## config.mk

```make
export PLATFORM = sky130hd
export DESIGN_NAME = pipe_stage_reg
export DESIGN_NICKNAME = d
export VERILOG_FILES = /design/src/rtl/pipe_stage_reg.sv
export SDC_FILE = /design/constraint.sdc
export NUM_CORES = 1
export LEC_CHECK = 0
export ABC_AREA = 1
export BUFFER_PORTS_ARGS = -buffer_cell sky130_fd_sc_hd__buf_2
export CAP_MARGIN = 20
export CORE_UTILIZATION = 56
export CTS_BUF_LIST = sky130_fd_sc_hd__clkbuf_4 sky130_fd_sc_hd__clkbuf_8 sky130_fd_sc_hd__clkbuf_16
export CTS_CLUSTER_SIZE = 30
export DETAILED_ROUTE_END_ITERATION = 12
export GPL_TIMING_DRIVEN = 0
export MAX_ROUTING_LAYER = met4
export PLACE_DENSITY_LB_ADDON = 0.25
export SYNTH_ARGS = -nofsm -noshare
export SYNTH_HDL_FRONTEND = slang
export SYNTH_SLANG_ARGS = --single-unit
export TNS_END_PERCENT = 10
```

## constraint.sdc

```tcl
create_clock -name clk -period 8.1 [get_ports clk]
set_clock_uncertainty 0.2 [all_clocks]
set_input_delay 1.62 -clock clk [delete_from_list [all_inputs] [get_ports clk]]
set_output_delay 1.62 -clock clk [all_outputs]
set_load 0.01 [all_outputs]
```

## src/rtl/pipe_stage_reg.sv

```systemverilog
// rtl/pipe_stage_reg.sv - elastic pipeline register with 2-entry skid buffer, flush and bubble-NOP control
// Optional stall counter (stall_cnt port) is built only when STALL_CNT_EN is defined.
module pipe_stage_reg #(
  parameter int DATA_W = 64,
  parameter int CTRL_W = 8,
  parameter int CNT_W  = 16
) (
  input  logic              clk,
  input  logic              reset,
  input  logic              flush,
  input  logic              in_valid,
  output logic              in_ready,
  input  logic [DATA_W-1:0] in_data,
  input  logic [CTRL_W-1:0] in_ctrl,
  output logic              out_valid,
  input  logic              out_ready,
  output logic [DATA_W-1:0] out_data,
  output logic [CTRL_W-1:0] out_ctrl
`ifdef STALL_CNT_EN
  ,
  output logic [CNT_W-1:0]  stall_cnt
`endif
);

  localparam logic [1:0] EMPTY = 2'd0;
  localparam logic [1:0] BUSY  = 2'd1;
  localparam logic [1:0] FULL  = 2'd2;

  logic [1:0]        state;
  logic              main_valid;
  logic [DATA_W-1:0] main_data;
  logic [CTRL_W-1:0] main_ctrl;
  logic              skid_valid;
  logic [DATA_W-1:0] skid_data;
  logic [CTRL_W-1:0] skid_ctrl;
  logic              in_ready_r;
  logic              acc;
  logic              tak;

  assign acc = in_valid & in_ready_r;
  assign tak = main_valid & out_ready;

  // Control words are zeroed whenever their slot empties, so out_ctrl needs no gating
  assign in_ready  = in_ready_r;
  assign out_valid = main_valid;
  assign out_data  = main_data;
  assign out_ctrl  = main_ctrl;

  always_ff @(posedge clk or posedge reset) begin
    if (reset) begin
      state      <= EMPTY;
      main_valid <= 1'b0;
      main_data  <= '0;
      main_ctrl  <= '0;
      skid_valid <= 1'b0;
      skid_data  <= '0;
      skid_ctrl  <= '0;
      in_ready_r <= 1'b1;
    end else if (flush) begin
      state      <= EMPTY;
      main_valid <= 1'b0;
      main_ctrl  <= '0;
      skid_valid <= 1'b0;
      skid_ctrl  <= '0;
      in_ready_r <= 1'b1;
    end else begin
      case (state)
        EMPTY: begin
          if (acc) begin
            state      <= BUSY;
            main_valid <= 1'b1;
            main_data  <= in_data;
            main_ctrl  <= in_ctrl;
          end
        end
        BUSY: begin
          if (acc && tak) begin
            main_data <= in_data;
            main_ctrl <= in_ctrl;
          end else if (acc) begin
            state      <= FULL;
            skid_valid <= 1'b1;
            skid_data  <= in_data;
            skid_ctrl  <= in_ctrl;
            in_ready_r <= 1'b0;
          end else if (tak) begin
            state      <= EMPTY;
            main_valid <= 1'b0;
            main_ctrl  <= '0;
          end
        end
        FULL: begin
          if (tak) begin
            state      <= BUSY;
            main_data  <= skid_data;
            main_ctrl  <= skid_ctrl;
            skid_valid <= 1'b0;
            skid_ctrl  <= '0;
            in_ready_r <= 1'b1;
          end
        end
        default: begin
          state      <= EMPTY;
          main_valid <= 1'b0;
          main_ctrl  <= '0;
          skid_valid <= 1'b0;
          skid_ctrl  <= '0;
          in_ready_r <= 1'b1;
        end
      endcase
    end
  end

`ifdef STALL_CNT_EN
  logic [CNT_W-1:0] stall_cnt_r;

  // Saturating; flush deliberately leaves it alone
  always_ff @(posedge clk or posedge reset) begin
    if (reset) begin
      stall_cnt_r <= '0;
    end else if (main_valid && !out_ready && (stall_cnt_r != {CNT_W{1'b1}})) begin
      stall_cnt_r <= stall_cnt_r + 1'b1;
    end
  end

  assign stall_cnt = stall_cnt_r;
`else
  if (CNT_W < 1) begin : g_cnt_w_unused
  end
`endif

endmodule
```

# After elaboration in Yosys (flattened, before gate mapping)
# Cells that the tools add are included.
[totals]
out_inout_bits = 74
ff_bits = 148
word_cells = 68
inputBits = 77
[classes]
bitwise_logic = 4
n_eq_ne = 16
reduce_logical = 9
n_mux = 32
[op_table]
columns = ["cell", "count"]
rows = [
  ["$mux 64", 3],
  ["$pmux 64 s3", 1],
  ["$mux 8", 8],
  ["$pmux 8 s3", 2],
  ["$ne 3x3->1 const B", 6],
  ["$reduce_and 4->1", 4],
  ["$mux 2", 6],
  ["$ne 4x4->1 const B", 3],
  ["$ne 2x2->1 const B", 5],
  ["$reduce_and 5->1", 2],
  ["$mux 1", 9],
  ["$pmux 1 s3", 2],
  ["$pmux 2 s3", 1],
  ["$reduce_bool 3->1", 1],
  ["$and 1x1->1", 2],
  ["$eq 2x1->1 const B", 1],
  ["$eq 2x2->1 const B", 1],
  ["$logic_not 2->1", 1],
  ["$not 1->1", 2],
  ["$logic_and 1x1->1", 1],
]

# Longest topological paths before layout
[depth]
depth_word = 6
ltp_mapped = 8
depth_no_buf = 8

# Worst setup path after synthesis
# OpenSTA, ideal clock, no wires.
[synth_path]
kind = "input -> register"
from = "input port in_valid"
to = "register main_data[0], in the netlist out_data[0]"
setup_slack_ns = 5.302
cell_stages = 7
t_required_ns = 7.783
n_path_buf = 1
setup_ns = 0.117
arrival_ns = 2.481
path_cell_list = "nand2_1 > inv_1 > nand2_1 > nand2_1 > clkbuf_4 > nand3_1 > nand2_1"
[synth_between]
elab_chain_len = 4
elab_cells_between_ends = 5
cone_classes = "eq/ne (2); bitwise (1); reduce/logical (2)"
[synth_lines]
columns = ["item", "line", "text"]
rows = [
  ["from (decl)", "11", "input logic in_valid,"],
  ["$and 1x1->1 *", "40", "assign acc = in_valid & in_ready_r;"],
  ["$logic_and 1x1->1", "77", "if (acc && tak) begin"],
  ["$ne 2x2->1 (no source line)", "n/a", ""],
  ["$reduce_and 5->1 (no source line) *", "n/a", ""],
  ["to (signal assigned)", "72", "main_data <= in_data;"],
  ["to (signal assigned)", "78", "main_data <= in_data;"],
  ["to (signal assigned)", "95", "main_data <= skid_data;"],
  ["to (decl)", "31", "logic [DATA_W-1:0] main_data;"],
]
# Mark *: on every way between the ends. The rest lies on a longest branch, timed or not.
# A chain may end at the register's enable or synchronous reset.

# Worst setup path after layout
[layout_path]
from = "input port in_valid"
to = "register main_data[40], in the netlist out_data[40]"
# The elaborated chain is that of the path after synthesis.

==> flow_summary.json <==
{
  "cts_hold_buf": 0,
  "pwr-share-comb_pct": 30.5,
  "initialDrtViolationCount": 394,
  "switchingPower_mw": 0.9649,
  "firstDrtPassIters": 5,
  "die_area_sq_um": 12660,
  "synth_fp_nets": 919,
  "hpwl_microns": 11060,
  "cts_resized": 0,
  "grt_pass1_vias": 5673,
  "cp-start-kind": "input port",
  "worst_ir_drop_vdd_mv": 0.1718,
  "maxCapViolCount": 0,
  "postRouteAntennaNets": 0,
  "fin_util_pct": 70.49,
  "port_buffers": 150,
  "worst-endpoint-required_ps": 8210,
  "path_class": "in -> reg",
  "status": "finished clean",
  "synth_cells": 842,
  "p_leak_nw": 4.733,
  "htreeDepth": 4,
  "seq_area_sq_um": 3705,
  "netlist_area_sq_um": 6842,
  "cp-end-kind": "register",
  "grt_pass1_wl_microns": 27140,
  "routed_via_density": 5.110,
  "nFillCells": 975,
  "dieWidth_microns": 112.5,
  "grt_max_degree": 81,
  "fin_nets": 1089,
  "antenna_found_initial": 2,
  "dieHeight_microns": 112.5,
  "multiInputGateArea_sq_um": 2517,
  "fin_crit_ps": 2956,
  "syn_avg_cell_area_sq_um": 8.125,
  "path_clk_slew_ps": 60,
  "drive_above_1_share_pct": 24.02,
  "hp-class": "reg -> reg",
  "cts.path.max_buffers": 2,
  "wl_microns": 16260,
  "slew_headroom_pct": 51.85,
  "swShare_pct": 33.59,
  "tightest_slew_ps": 722.3,
  "cts_tree": "yes",
  "critPathArrivalTime_ps": 3070,
  "final_common_cell": "nand2_1",
  "setup_violations": 0,
  "p_int_mw": 1.908,
  "rsz0062_at_grt": "false",
  "grt_usage_pct": 28.21,
  "fmax_mhz": 338.3,
  "p_per_area_nw_per_um2": 340.7,
  "gp_congestion": 0.8913,
  "fin_crit_sh_pct": 36.50,
  "cts-root-buf": "clkbuf_16",
  "drc": 0,
  "io_pins": 151,
  "finalPower_mw": 2.872,
  "wire_per_inst_microns": 13.86,
  "gr-total-overflow": 0,
  "area_delta_synth_final_pct": 23.24,
  "critPathMaxFanout": 10,
  "numCtsBuffers": 17,
  "rows": 40,
  "start_util_pct": 57.20,
  "ys_ff_latch": 148,
  "ys_seq_area_share_pct": 54.15,
  "yosysWarnings": 0,
  "finalHoldViolCount": 0,
  "dr_total_vias": 5994,
  "drv_slew": 0,
  "coreArea_sq_um": 11960,
  "clock_latency_ps": 420,
  "cts_setup_buffers": 0,
  "final.setup.tns_ps": 0,
  "final_cell_mix": "nand2_1 (325), buf_2 (168), dfrtp_1 (147)",
  "clkPwrFrac_pct": 28.7,
  "synth_cell_types": 24,
  "cts.sinks": 148,
  "seqPwrFrac_pct": 40.9
}
## worst paths after layout
kind	from	end	slack, ps	cells after the start
min in group asynchronous	reset	skid_data[13]	1150	2
min	out_data[2]	out_data[2]	260	2
max in group asynchronous	reset	in_ready	5740	3
min reg2reg	out_data[2]	out_data[2]	260	2
max reg2reg	in_ready	out_data[40]	5920	7
max	in_valid	out_data[40]	5140	8
## registers in the layout, summed over array words and instances, names as in the netlist
| signal | count |
|---|---|
| out_data | 64 |
| skid_data | 64 |
| out_ctrl | 8 |
| skid_ctrl | 8 |
| state | 2 |
| in_ready | 1 |
| out_valid | 1 |
## synth_stat cells
library cell,count,area share (%)
nor2_1,6,0.33
dfstp_2,1,0.38
buf_4,19,2.1
o211ai_1,1,0.11
o21ai_1,40,2.9
buf_6,6,0.99
o21ai_0,92,6.7
nand3_1,91,6.7
nor2_2,1,0.091
o21ai_2,2,0.26
inv_1,72,4.0
nor2_4,5,0.82
clkbuf_1,2,0.11
nand3_4,1,0.26
dfrtp_1,147,54
nand2_2,1,0.091
nand3_2,2,0.29
nand4_1,1,0.091
clkbuf_4,5,0.55
inv_2,1,0.055
buf_2,18,1.3
nand2_1,325,18
a21oi_1,2,0.15
nand2_4,1,0.16
## routing by layer
layer / share of wire [%] / global-route usage (%) / wire length [microns] / vias to the layer above
met5: 0 / - / 0 / -
met1: 46 / 37.18 / 7505 / 2771
met4: 2.0 / 10.40 / 329 / 0
met3: 5.2 / 5.346 / 843 / 31
li1: - / - / - / 3007
met2: 47 / 43.81 / 7585 / 185
## metrics by stage
step / instance area [sq um] / setup WS [ps] / instances / hold slack (ps)
floorplan: 6842 / 2302 / 842 / 242.5
global placement: 7776 / 688.5 / 1139 / 250.4
detailed placement: 7809 / 4731 / 1140 / 252.8
CTS: 8427 / 5158 / 1171 / 267.4
global route: 8432 / 5063 / 1173 / 275.7
finish: 8432 / 5144 / 1173 / 261.3
## power groups by stage
stage / Sequential, mW / Clock (mW) / Combinational, mW
after CTS: 1.17 / 0.833 / 0.882
after global placement: 1.17 / 0 / 0.853
after floorplan: 1.24 / 0 / 0.493
after detailed placement: 1.18 / 0 / 0.874
final: 1.17 / 0.823 / 0.875
after global routing: 1.20 / 0.866 / 0.992
## cell type report
type	count	share of cell area, %
antenna	2	0.05936
buffer	50	4.096
clock buffer	20	5.461
clock inverter	11	1.870
inverter	73	3.309
multi-input combinational	571	29.86
sequential	148	43.94
tap	147	2.181
timing repair buffer	151	9.230
## worst max-delay path, cell delays in order
cell	delay, ps
buf_2	110
nand2_1	240
inv_1	100
nand2_1	140
nand2_1	350
clkbuf_4	330
nand3_1	110
nand2_1	60
## cell families (layout without fill, tap and decap cells)
group	after synthesis	in the layout	share of synthesized area, %
AOI/OAI and AO/OA	137	137	10.17
buffers and inverters	123	305	9.053
DFF	148	148	54.15
other	0	2	0
and+or+nand+nor	434	434	26.63
(Power assumes the default switching activity.)
